$ cat config.mk
export PLATFORM = sky130hd
export DESIGN_NAME = l4_drain_flat
export DESIGN_NICKNAME = d
export VERILOG_FILES = /design/src/rtl/l4_drain_pkg.sv /design/src/rtl/l4_drain_if.sv /design/src/rtl/l4_drain_buf.sv /design/src/rtl/l4_drain.sv /design/src/flat_wrapper.sv
export SDC_FILE = /design/constraint.sdc
export NUM_CORES = 1
export LEC_CHECK = 0
export CORE_MARGIN = 5
export CORE_UTILIZATION = 60
export CTS_BUF_LIST = sky130_fd_sc_hd__clkbuf_2
export CTS_CLUSTER_SIZE = 20
export DETAILED_ROUTE_END_ITERATION = 12
export GPL_TIMING_DRIVEN = 0
export PLACE_DENSITY_LB_ADDON = 0.05
export SYNTH_ARGS = -nofsm -noshare
export SYNTH_HDL_FRONTEND = slang
export SYNTH_HIERARCHICAL = 1
export SYNTH_SLANG_ARGS = --single-unit
$ cat constraint.sdc
create_clock -name clk -period 41.3 [get_ports clk]
set_input_delay 8.26 -clock clk [delete_from_list [all_inputs] [get_ports clk]]
set_output_delay 8.26 -clock clk [all_outputs]
set_load 0.005 [all_outputs]
$ cat src/rtl/l4_drain_pkg.sv
// cnn_pkg: constants and types shared by the layer-4 drain slice.
//   L4_LANES / L4_ROWS / CNN_DW : geometry of one layer-4 result set
//   drain_state_t               : drain controller states
package cnn_pkg;

  localparam int unsigned L4_LANES = 16;
  localparam int unsigned L4_ROWS  = 4;
  localparam int unsigned CNN_DW   = 18;

  typedef enum logic [2:0] {
    IDLE,
    WAIT,
    CAP,
    SEND,
    DONE
  } drain_state_t;

endpackage

$ cat src/rtl/l4_drain_if.sv
// l4_drain_if: valid/ready result stream from l4_drain to the next layer.
//   dout    : streamed result word
//   vld     : dout valid
//   sof/eof : with vld, first / last word of a result set
//   out_rdy : consumer accepts the word when vld & out_rdy
// Modports: master (drain side), slave (consumer side).
interface l4_drain_if #(
  parameter int unsigned DW = 18
);
  logic [DW-1:0] dout;
  logic          vld;
  logic          sof;
  logic          eof;
  logic          out_rdy;

  modport master (output dout, vld, sof, eof, input out_rdy);
  modport slave  (input dout, vld, sof, eof, output out_rdy);
endinterface

$ cat src/rtl/l4_drain_buf.sv
// l4_drain_buf: ROWS x LANES capture buffer for one layer-4 result set.
//   clk, rst_n : clock, async active-low reset (read register only)
//   wr_en      : write one full row (wr_row) from wr_data
//   rd_en      : load rd_data with word rd_addr ({row, lane}) on the next edge
// The storage array itself is not reset. LANES must be a power of two.
module l4_drain_buf #(
  parameter int unsigned DW    = 18,
  parameter int unsigned LANES = 16,
  parameter int unsigned ROWS  = 4
) (
  input  logic                          clk,
  input  logic                          rst_n,
  input  logic                          wr_en,
  input  logic [$clog2(ROWS)-1:0]       wr_row,
  input  logic [DW-1:0]                 wr_data [LANES-1:0],
  input  logic                          rd_en,
  input  logic [$clog2(ROWS*LANES)-1:0] rd_addr,
  output logic [DW-1:0]                 rd_data
);
  localparam int unsigned LW = $clog2(LANES);
  localparam int unsigned IW = $clog2(ROWS*LANES);

  logic [DW-1:0] mem [ROWS][LANES];

  always_ff @(posedge clk) begin
    if (wr_en) begin
      for (int unsigned l = 0; l < LANES; l++) begin
        mem[wr_row][l] <= wr_data[l];
      end
    end
  end

  always_ff @(posedge clk or negedge rst_n) begin
    if (!rst_n) begin
      rd_data <= '0;
    end else if (rd_en) begin
      rd_data <= mem[rd_addr[IW-1:LW]][rd_addr[LW-1:0]];
    end
  end

endmodule

$ cat src/rtl/l4_drain.sv
// l4_drain: read-side partner of the layer-4 FC block. On a rising l4_rdy it
// captures ROWS rows of LANES results, streams them one word at a time over
// strm, then pulses tx_done so layer 4 can start the next image.
//   clk, rst_n : clock, async active-low reset
//   l4_rdy     : layer-4 results ready (level, held until tx_done)
//   l4_dout    : current layer-4 row
//   tx_done    : one-cycle pulse after the last word is accepted
//   strm       : output stream (master modport)
// Optional (macro L4_DRAIN_ARGMAX_EN): max_idx / max_val / max_vld report the
// unsigned argmax of the captured set, lowest index winning ties.
module l4_drain
  import cnn_pkg::*;
#(
  parameter int unsigned DW     = CNN_DW,
  parameter int unsigned LANES  = L4_LANES,
  parameter int unsigned ROWS   = L4_ROWS,
  parameter int unsigned RD_LAT = 1
) (
  input  logic                          clk,
  input  logic                          rst_n,
  input  logic                          l4_rdy,
  input  logic [DW-1:0]                 l4_dout [LANES-1:0],
  output logic                          tx_done,
`ifdef L4_DRAIN_ARGMAX_EN
  output logic [$clog2(ROWS*LANES)-1:0] max_idx,
  output logic [DW-1:0]                 max_val,
  output logic                          max_vld,
`endif
  l4_drain_if.master                    strm
);
  localparam int unsigned RW       = $clog2(ROWS);
  localparam int unsigned LW       = $clog2(LANES);
  localparam int unsigned IW       = $clog2(ROWS*LANES);
  localparam int unsigned LAT_W    = (RD_LAT > 2) ? $clog2(RD_LAT) : 1;
  localparam int unsigned LAT_LAST = (RD_LAT > 1) ? RD_LAT - 2 : 0;

  drain_state_t     state;
  logic             rdy_q;
  logic             rise;
  logic [RW-1:0]    row_cnt;
  logic [LAT_W-1:0] lat_cnt;
  logic [IW-1:0]    idx;
  logic             load;
  logic             cap_wr;

  assign rise   = l4_rdy & ~rdy_q;
  assign cap_wr = (state == CAP) && l4_rdy;
  // Fetch the next word whenever the output register is empty or is being
  // consumed this edge; the final accept (eof) ends the stream instead.
  assign load   = (state == SEND) && (!strm.vld || (strm.out_rdy && !strm.eof));

  l4_drain_buf #(
    .DW    (DW),
    .LANES (LANES),
    .ROWS  (ROWS)
  ) u_buf (
    .clk     (clk),
    .rst_n   (rst_n),
    .wr_en   (cap_wr),
    .wr_row  (row_cnt),
    .wr_data (l4_dout),
    .rd_en   (load),
    .rd_addr (idx),
    .rd_data (strm.dout)
  );

  always_ff @(posedge clk or negedge rst_n) begin
    if (!rst_n) begin
      state    <= IDLE;
      rdy_q    <= 1'b0;
      row_cnt  <= '0;
      lat_cnt  <= '0;
      idx      <= '0;
      tx_done  <= 1'b0;
      strm.vld <= 1'b0;
      strm.sof <= 1'b0;
      strm.eof <= 1'b0;
    end else begin
      rdy_q   <= l4_rdy;
      tx_done <= 1'b0;
      case (state)
        IDLE: begin
          row_cnt <= '0;
          lat_cnt <= '0;
          if (rise) state <= (RD_LAT > 1) ? WAIT : CAP;
        end
        WAIT: begin
          if (!l4_rdy)                          state <= IDLE;
          else if (lat_cnt == LAT_W'(LAT_LAST)) state <= CAP;
          else                                  lat_cnt <= lat_cnt + 1'b1;
        end
        CAP: begin
          if (!l4_rdy) begin
            state <= IDLE;
          end else begin
            row_cnt <= row_cnt + 1'b1;
            if (row_cnt == RW'(ROWS - 1)) begin
              state <= SEND;
              idx   <= '0;
            end
          end
        end
        SEND: begin
          if (load) begin
            strm.vld <= 1'b1;
            strm.sof <= (idx == '0);
            strm.eof <= (idx == IW'(ROWS*LANES - 1));
            idx      <= idx + 1'b1;
          end else if (strm.vld && strm.out_rdy && strm.eof) begin
            strm.vld <= 1'b0;
            strm.sof <= 1'b0;
            strm.eof <= 1'b0;
            tx_done  <= 1'b1;
            state    <= DONE;
          end
        end
        DONE:    state <= IDLE;
        default: state <= IDLE;
      endcase
    end
  end

`ifdef L4_DRAIN_ARGMAX_EN
  logic [DW-1:0] row_max_val;
  logic [LW-1:0] row_max_lane;

  // Strict compare from lane 0 upward keeps the lowest lane on ties.
  always_comb begin
    row_max_val  = l4_dout[0];
    row_max_lane = '0;
    for (int unsigned l = 1; l < LANES; l++) begin
      if (l4_dout[l] > row_max_val) begin
        row_max_val  = l4_dout[l];
        row_max_lane = LW'(l);
      end
    end
  end

  always_ff @(posedge clk or negedge rst_n) begin
    if (!rst_n) begin
      max_idx <= '0;
      max_val <= '0;
      max_vld <= 1'b0;
    end else begin
      if (state == IDLE) max_vld <= 1'b0;
      if (cap_wr && (row_cnt == '0 || row_max_val > max_val)) begin
        max_val <= row_max_val;
        max_idx <= {row_cnt, row_max_lane};
      end
      if (load && idx == '0) max_vld <= 1'b1;
      if (state == SEND && !load && strm.vld && strm.out_rdy && strm.eof) max_vld <= 1'b0;
    end
  end
`endif

endmodule

$ cat src/flat_wrapper.sv
// flat-port wrapper written by rule: the top's interface ports become plain ports
module l4_drain_flat import cnn_pkg::*;
#(
  parameter int unsigned DW     = CNN_DW,
  parameter int unsigned LANES  = L4_LANES,
  parameter int unsigned ROWS   = L4_ROWS,
  parameter int unsigned RD_LAT = 1
)
  (clk, rst_n, l4_rdy, l4_dout, tx_done, strm_dout, strm_vld, strm_sof, strm_eof, strm_out_rdy);
  l4_drain_if #(.DW(DW)) strm_i ();
  input  logic clk;
  input  logic rst_n;
  input  logic l4_rdy;
  input  logic [DW-1:0] l4_dout[LANES-1:0];
  output logic tx_done;
  output wire logic [$bits(strm_i.dout)-1:0] strm_dout;
  output wire logic [$bits(strm_i.vld)-1:0] strm_vld;
  output wire logic [$bits(strm_i.sof)-1:0] strm_sof;
  output wire logic [$bits(strm_i.eof)-1:0] strm_eof;
  input wire logic [$bits(strm_i.out_rdy)-1:0] strm_out_rdy;
  assign strm_dout = strm_i.dout;
  assign strm_vld = strm_i.vld;
  assign strm_sof = strm_i.sof;
  assign strm_eof = strm_i.eof;
  assign strm_i.out_rdy = strm_out_rdy;
  l4_drain #(.DW(DW), .LANES(LANES), .ROWS(ROWS), .RD_LAT(RD_LAT)) u_core (.clk(clk), .rst_n(rst_n), .l4_rdy(l4_rdy), .l4_dout(l4_dout), .tx_done(tx_done), .strm(strm_i));
endmodule
After elaboration in Yosys (flattened, before gate mapping)
Memory sizes are Yosys's and may differ from the RTL's.
Cells that the tools add are included.
{"block": "word_totals", "out_inout_bits": 22, "mem_count": 1, "ram_bits": 1152, "register_bits": 35}
{"memory": "u_core.u_buf.mem", "words": 4, "width": 288, "read_ports": 1, "rd_clocked_by_memory_dff": 0, "write_ports": 1, "line_no": "l4_drain_buf.sv:23", "rtl": "logic [DW-1:0] mem [ROWS][LANES];"}
{"block": "op_classes", "reduce_logical": 19, "n_eq_ne": 14, "bitwise": 3, "order_cmp": 1, "add_sub_neg": 3, "n_mux": 29}
{"cell": "18-bit binary-select mux with 4-bit select", "n": 1}
{"cell": "18-bit two-way mux", "n": 2}
{"cell": "3-bit two-way mux", "n": 7}
{"cell": "6-bit two-way mux", "n": 3}
{"cell": "3-bit one-hot mux with 4 select lines", "n": 1}
{"cell": "6-bit one-hot mux with 2 select lines", "n": 1}
{"cell": "1-bit two-way mux", "n": 11}
{"cell": "2-bit != test (second input constant)", "n": 5}
{"cell": "2-bit nonzero test", "n": 4}
{"cell": "6-bit by 1-bit adder with 6-bit output (second input constant)", "n": 1}
{"cell": "3-bit by 2-bit equality test with 1-bit output (second input constant)", "n": 2}
{"cell": "6-bit equality test (second input constant)", "n": 1}
{"cell": "6-bit zero test", "n": 1}
{"cell": "3-bit != test (second input constant)", "n": 2}
{"cell": "2-bit AND reduction", "n": 3}
{"cell": "5-bit greater-or-equal comparator (second input constant)", "n": 1}
{"cell": "1-bit logical AND", "n": 5}
{"cell": "4-bit inverter with 5-bit output", "n": 1}
{"cell": "5-bit AND reduction", "n": 1}
{"cell": "2-bit by 1-bit != test with 1-bit output (second input constant)", "n": 2}
{"cell": "2-bit one-hot mux with 2 select lines", "n": 1}
{"cell": "4-bit AND reduction", "n": 1}
{"cell": "3-bit by 1-bit equality test with 1-bit output (second input constant)", "n": 1}
{"cell": "3-bit zero test", "n": 1}
{"cell": "9 further kinds", "n": 10}

Longest topological paths before layout
Gate-level depths: netlist (run 1).
{"block": "logic_depth", "word_depth": 6, "ltp_mapped": 9, "ltp_nobuf": 7}

By module
Netlist (run 1), hierarchy kept.
{"module": "l4_drain_buf", "cells_per_inst": 2112, "area_each_um2": 44482.7, "n_inst": 1, "seq_area_each_um2": 35043.6}
{"module": "l4_drain", "cells_per_inst": 74, "area_each_um2": 804.5, "n_inst": 1, "seq_area_each_um2": 400.4}

Least setup slack after synthesis (run 1)
OpenSTA, ideal clock, no wires.
{"block": "synth_path", "path_kind": "input port to flip-flop", "from": "input port l4_rdy", "to": "memory u_core/u_buf/mem[0][0] (netlist bit), enable pin", "arrival_time_ns": 29.307, "path_slack_ns": 10.644, "path_stages": 2, "n_path_buf": 0, "setup_ns": 1.349, "path_cell_list": "and3_1 nor3b_1"}
{"block": "synth_between", "elab_chain_len": 3}
{"item": "start, declared", "line_no": "flat_wrapper.sv:13", "rtl": "input logic l4_rdy;"}
{"item": "1-bit logical AND", "line_no": "l4_drain.sv:47", "rtl": "assign cap_wr = (state == CAP) && l4_rdy;"}
{"item": "1-bit two-way mux", "line_no": "l4_drain_buf.sv:26", "rtl": "if (wr_en) begin"}
{"item": "1-bit two-way mux (implied by the code)", "line_no": "l4_drain_buf.sv:28", "rtl": "mem[wr_row][l] <= wr_data[l];"}
{"item": "end, declared", "line_no": "l4_drain_buf.sv:23"}
Every way passes these cells.

Worst setup path after layout (run 1)
{"block": "layout_path", "from": "register u_core.u_buf.rd_data[12]", "to": "output port strm_dout[12]"}
{"item": "start, declared", "line_no": "l4_drain_buf.sv:18", "rtl": "output logic [DW-1:0] rd_data"}
{"item": "start signal, assigned", "line_no": "l4_drain_buf.sv:37", "rtl": "rd_data <= mem[rd_addr[IW-1:LW]][rd_addr[LW-1:0]];"}
{"item": "end, declared", "line_no": "flat_wrapper.sv:16", "rtl": "output wire logic [$bits(strm_i.dout)-1:0] strm_dout;"}
No word-level cell between the ends.

==> results.md, run 1 <==
* Max-Cap Viols at 0
* Layout cells sized above 1 at 25.0%
* Cell with the most instances after synthesis: edfxtp_1
* Synth async-reset ratio at 2.87%
* Setup bufs post-CTS at 0
* Final setup violation count at 0
* CP Max Fanout at 2
* Ys flop type: edfxtp_1
* Simple-gate share of the synthesized area at 2.19%
* Top-area cell type share of the netlist area at 76.4%
* CP endpoint kind: output pin
* Crit start category: register
* CTS tree: yes
* Multiplexer share of the synthesized area at 13.8%
* Largest net degree at the start of global routing at 59
* Worst-case clock buffer depth at 4
* H-tree depth at 5
* Synth Area in Adders at 0.0829%
* FP Rows at 100
* Reg2reg path depth at 8
* GRT Total Usage at 29.0%
* Layout Nets at 3150
* Pwr per Cell Area at 40.5 nW/um2
* Clock Sinks at 1186
* Synthesized instance count at 2186
* Vias in the first global route at 26075
* Worst Path Arrival at 2470 ps
* Outcome: finished clean
* RSZ-0062 raised after global routing: false
* Synthesis Warnings at 6
* Detailed router's first-iteration violation count at 2473
* Mapped Area at 45300 um2
* Vias at 24662
* Synth Area per Inst at 20.7 um2
* Instance count on the critical path at 1
* TritonRoute pass-1 iters at 5
* Compound-Gate Fraction of Synth Area at 4.26%
* Chip height at 285 um
* Min cycle time layout at 10730 ps
* Main combinational cell family by area after synthesis: multiplexers
* Final wirelength at 117000 um
* Ports at 314
* Hold WC Path Type: register to register
* Width of the die at 285 um
* Crit path largest cell delay at 570 ps
* Filler Cells Inserted at 4840
* Hold Path Depth at 1
* Global-route wire length before repair at 170000 um
* Fin Clk Skew at 145 ps
* Starting Density at 60.6%
* Post-synthesis sequential area ratio at 78.3%
* Max Freq at 93.2 MHz
* FF+latch count, synth at 1186
* Die area at 81100 um2
* Multi-input gate area at 9220 um2
* Finished Core Util at 70.9%
* Buf/Inv on CP at 1
* WL/cell at 29.2 um
* Hold_buf cts at 0
* Placer's final routability congestion estimate at 0.843
* Vias per cell at 6.14
* DP HPWL at 79900 um
* Worst-path cell with the longest stage delay: clkdlybuf4s50_1
* Post-Synthesis Net Count at 2481
* Post-cts repair resize count at 0
* Slew Viols, Final at 0
* Num CTS Buffers at 302
* Clock tree root driver cell: clkbuf_2
* Crit-path cells: clkdlybuf4s50_1
* Critical path's top delay family: buffers and inverters
* Port buffer count at 313
* Synth Area in XOR/XNOR at 0.0193%
* Final period utilization at 26.0%
* Clock slew at reported path FFs at 90 ps
* Later-pin clock latency in the skew report at 1450 ps
* CP Data Required Time at 33040 ps
* Max IR drop VDD at 23.7 uV
* DRC Markers at 0
* Max_slew headroom at 29.2%
* Total grt overflow at 0
* Least-Margin Pin Slew at 1060 ps
* Area Overhead vs Synth at 17.0%
* Leak pwr at 19.1 nW
* Initial antenna violation count at 33
* Area leader, netlist: edfxtp_1
* Post-synth EDFFs at 1152
* Total power at 2.14 mW
* Final hold violations at 0
* Register cell area after layout at 35400 um2
* Worst setup path class: register to output pin
* Area contributors post-synth: edfxtp_1 (76%), mux4_2 (8.9%), mux2i_1 (4.9%), dfrtp_1 (1.9%), a22oi_1 (1.2%)
* Routed Antenna Nets at 0
* Area of the core at 74700 um2
* Distinct cells, synth at 53
* Top cells by count, synth: edfxtp_1 (1152), mux2i_1 (221), mux4_2 (178)
-- worst paths after layout --
check	from	end	slack [ps]
max in group asynchronous	rst_n	u_core/u_buf/rd_data[11]$_DFFE_PN0P_	33710
worst max register to register	u_core/idx[2]$_DFFE_PN0P_	u_core/u_buf/rd_data[12]$_DFFE_PN0P_	37880
worst max-delay path	u_core/u_buf/rd_data[12]$_DFFE_PN0P_	strm_dout[12]	30570
min in group asynchronous	rst_n	u_core/u_buf/rd_data[4]$_DFFE_PN0P_	7010
worst min-delay path	u_core/state[2]$_DFFE_PN0P_	u_core/state[1]$_DFFE_PN0P_	490
worst min register to register	u_core/state[2]$_DFFE_PN0P_	u_core/state[1]$_DFFE_PN0P_	490
-- registers in the layout, summed over array words and instances, names as in the netlist --
name                  cells
u_core/idx                6
u_core/rdy_q              1
u_core/row_cnt            2
u_core/state              3
u_core/strm.eof           1
u_core/strm.sof           1
u_core/strm.vld           1
u_core/tx_done            1
u_core/u_buf/mem       1152
u_core/u_buf/rd_data     18
-- report_power, final --
part / leakage (nW) / total (mW) / internal, mW / switching (mW)
clock network: 1.91 / 0.729 / 0.293 / 0.436
logic: 6.36 / 0.0816 / 0.0399 / 0.0416
registers: 10.8 / 1.33 / 1.33 / 0.00298
total: 19.1 / 2.14 / 1.66 / 0.481
-- cell usage in the layout (no fill, tap or decap), types with 3 or more instances in the layout --
| cell | n |
|---|---|
| edfxtp_1 | 1152 |
| clkbuf_2 | 419 |
| clkdlybuf4s50_1 | 312 |
| mux2i_1 | 221 |
| mux4_2 | 178 |
| a22oi_1 | 74 |
| nand2_1 | 64 |
| buf_2 | 59 |
| nor2_1 | 44 |
| clkbuf_1 | 44 |
| clkinv_1 | 43 |
| a21oi_1 | 40 |
| o21ai_0 | 36 |
| o22ai_1 | 36 |
| dfrtp_1 | 34 |
| buf_6 | 34 |
| nand2b_1 | 22 |
| nand4_1 | 19 |
| a221oi_1 | 19 |
| diode_2 | 18 |
| o221ai_1 | 18 |
| nor3_1 | 18 |
| a221o_1 | 18 |
| o211ai_1 | 17 |
| buf_12 | 13 |
| buf_4 | 9 |
| buf_16 | 9 |
| inv_2 | 8 |
| inv_1 | 7 |
| o21ai_1 | 5 |
| bufinv_16 | 4 |
| clkinv_2 | 4 |
| nand3_1 | 4 |
| nor2b_1 | 4 |
| buf_8 | 4 |
| ha_1 | 3 |
-- final cells by class --
| class | instances | area share (%) |
|---|---|---|
| diodes | 18 | 0.0850 |
| plain buffers | 120 | 1.17 |
| clock buffers | 419 | 3.96 |
| clock inverters | 59 | 0.626 |
| inverters | 7 | 0.0496 |
| multi-input cells | 873 | 17.4 |
| flip-flops and latches | 1186 | 66.9 |
| well taps | 969 | 2.29 |
| repair buffers | 365 | 7.52 |
-- kinds of logic (layout without fill, tap and decap cells) --
group | count (synthesis) | after routing
buffers and inverters | 127 | 970
other | 0 | 18
and+or+nand+nor | 196 | 196
adders and majority gates | 3 | 3
AOI/OAI and AO/OA | 273 | 273
DFF | 1186 | 1186
muxes | 400 | 400
xor gates and xnor gates | 1 | 1
-- per-layer routing --
metal,track usage [%],wire length (um),vias to the layer above
li1,-,-,10628
met1,36.7,42600,12549
met2,47.9,59400,1250
met3,9.30,11800,207
met4,10.3,3290,28
met5,0,184,-
-- metrics by stage --
step | setup TNS [ps] | cells | hold WS [ps] | setup slack (ps) | instance area, um2
global route | 0 | 4007 | 534 | 30390 | 53000
finish | 0 | 4016 | 493 | 30570 | 53000
CTS | 0 | 3998 | 495 | 30430 | 52900
detailed placement | 0 | 3520 | 483 | 29630 | 50500
floorplan | 0 | 2186 | 449 | 10640 | 45300
global placement | -934560 | 3468 | 463 | -3280 | 49600
No activity file was read; power rests on OpenSTA's default activity.
==> run 2, diff against run 1 <==
Clock period 41.3 ns to 10.6 ns, I/O delays scaled along.
==> results.md, run 2 (same netlist as run 1, synthesis figures left out) <==
* Reg2reg path depth at 7
* Min-delay src: u_core/state[2]$_DFFE_PN0P_
* Comb pwr share at 3.8%
* Worst setup path class: register to output pin
* Largest register FFs at 1152
* Area of the core at 74700 um2
* Layout cells sized above 1 at 24.7%
* Detailed router's first-iteration violation count at 2525
* Max IR drop VDD at 100 uV
* Initial antenna violation count at 38
* Largest Register: u_core/u_buf/mem
* Final period utilization at 43.6%
* CP Max Fanout at 5
* Critical path's top delay family: buffers and inverters
* FF-to-FF Start: u_core/idx[5]$_DFFE_PN0P_
* Clock power frac at 33.7%
* CP Data Required Time at 8480 ps
* Width of the die at 285 um
* Leak pwr at 19.1 nW
* Fin Clk Skew at 105 ps
* Biggest regs: u_core/u_buf/mem: 1152 flops, u_core/u_buf/rd_data: 18 flops, u_core/idx: 6 flops
* Vias at 24637
* Global-route wire length before repair at 168000 um
* Setup bufs post-CTS at 0
* Worst hold endpoint: u_core/state[1]$_DFFE_PN0P_
* Net Sw Power at 1.85 mW
* GRT Total Usage at 28.7%
* Area Overhead vs Synth at 17.1%
* Num CTS Buffers at 302
* Most common cell after layout, fill and taps aside: edfxtp_1
* FP Rows at 100
* Filler Cells Inserted at 4742
* Worst Path Arrival at 2500 ps
* WHS at 495 ps
* P_int at 6.46 mW
* Placer's final routability congestion estimate at 0.865
* Buf/Inv on CP at 1
* Clock tree root driver cell: clkbuf_2
* Max-Cap Viols at 0
* CTS tree: yes
* Starting Density at 60.6%
* Max Freq at 216 MHz
* Max_slew headroom at 23.6%
* Final hold violations at 0
* Register cell area after layout at 35400 um2
* TritonRoute pass-1 iters at 5
* Crit start category: register
* Pwr per Cell Area at 157 nW/um2
* Total grt overflow at 0
* Sequential share of power at 62.5%
* Hold WC Path Type: register to register
* DRC Markers at 0
* Die area at 81100 um2
* Layout Nets at 3142
* Reg2reg setup slack at 7250 ps
* Worst-path cell with the longest stage delay: clkdlybuf4s50_1
* Clock slew at reported path FFs at 100 ps
* Min cycle time layout at 4620 ps
* Total power at 8.32 mW
* Least-Margin Pin Slew at 1150 ps
* Sw Share at 22.3%
* Largest net degree at the start of global routing at 59
* Multi-input gate area at 9220 um2
* RSZ-0062 raised after global routing: false
* Hold Path Depth at 1
* Ports at 314
* Final setup violation count at 0
* Outcome: finished clean
* WL/cell at 29.0 um
* Port buffer count at 313
* Instance count on the critical path at 1
* Later-pin clock latency in the skew report at 1400 ps
* Final wirelength at 116000 um
* Slew Viols, Final at 0
* H-tree depth at 5
* Most frequent cells in the layout: edfxtp_1 (1152), clkbuf_2 (421), clkdlybuf4s50_1 (312), mux2i_1 (221), mux4_2 (178)
* CP endpoint kind: output pin
* Fin Setup TNS at 0 ps
* Reg2reg end: u_core/u_buf/rd_data[3]$_DFFE_PN0P_
* Routed Antenna Nets at 0
* Hold_buf cts at 0
* Crit path largest cell delay at 610 ps
* Post-cts repair resize count at 0
* Vias in the first global route at 25656
* Clock Sinks at 1186
* Chip height at 285 um
* Vias per cell at 6.14
* DP HPWL at 80300 um
* Worst-case clock buffer depth at 4
* Crit-path cells: clkdlybuf4s50_1
run 2: through the flow:
step           utilization, %  area [um2]  cells  setup slack, ps
2_1_floorplan               -       45300   2186              189
6_report                 71.0       53000   4010             5980
3_3_place_gp             66.5       49600   3468            -5050
3_5_place_dp             67.7       50600   3512             5200
5_1_grt                  71.0       53000   3998             5810
4_1_cts                  70.9       53000   3989             5770
run 2: routing by layer:
metal | track usage, % | share of wire [%] | vias up
met5 | 0 | 0.13 | -
met4 | 10.3 | 2.7 | 26
met3 | 9.11 | 9.6 | 230
met2 | 47.5 | 51 | 1234
met1 | 36.2 | 37 | 12535
li1 | - | - | 10612
run 2: area by class of cell:
cell class / count / area share, %
tap: 969 / 2.29
inverter: 7 / 0.0495
clock buffer: 421 / 3.97
clock inverter: 56 / 0.557
antenna: 21 / 0.0991
timing repair buffer: 357 / 7.67
buffer: 120 / 1.17
multi-input combinational: 873 / 17.4
sequential: 1186 / 66.8
run 2: worst max-delay path by stage:
stage | start | end | slack (ps)
floorplan | l4_rdy | u_core/u_buf/mem[1][0]$_DFFE_PP_ | 190
global placement | l4_rdy | u_core/u_buf/mem[1][82]$_DFFE_PP_ | -5050
detailed placement | strm_out_rdy | u_core/u_buf/rd_data[12]$_DFFE_PN0P_ | 5200
CTS | u_core/strm.vld$_DFFE_PN0P_ | strm_vld | 5770
global route | u_core/strm.vld$_DFFE_PN0P_ | strm_vld | 5810
finish | u_core/strm.vld$_DFFE_PN0P_ | strm_vld | 5980
run 2: power groups by stage:
stage / Sequential (mW) / Clock, mW / Combinational (mW)
final: 5.20 / 2.80 / 0.319
after global placement: 5.32 / 0 / 0.292
after floorplan: 5.32 / 0 / 0.0905
after detailed placement: 5.30 / 0 / 0.319
after CTS: 5.20 / 2.87 / 0.321
after global routing: 5.20 / 3.13 / 0.337
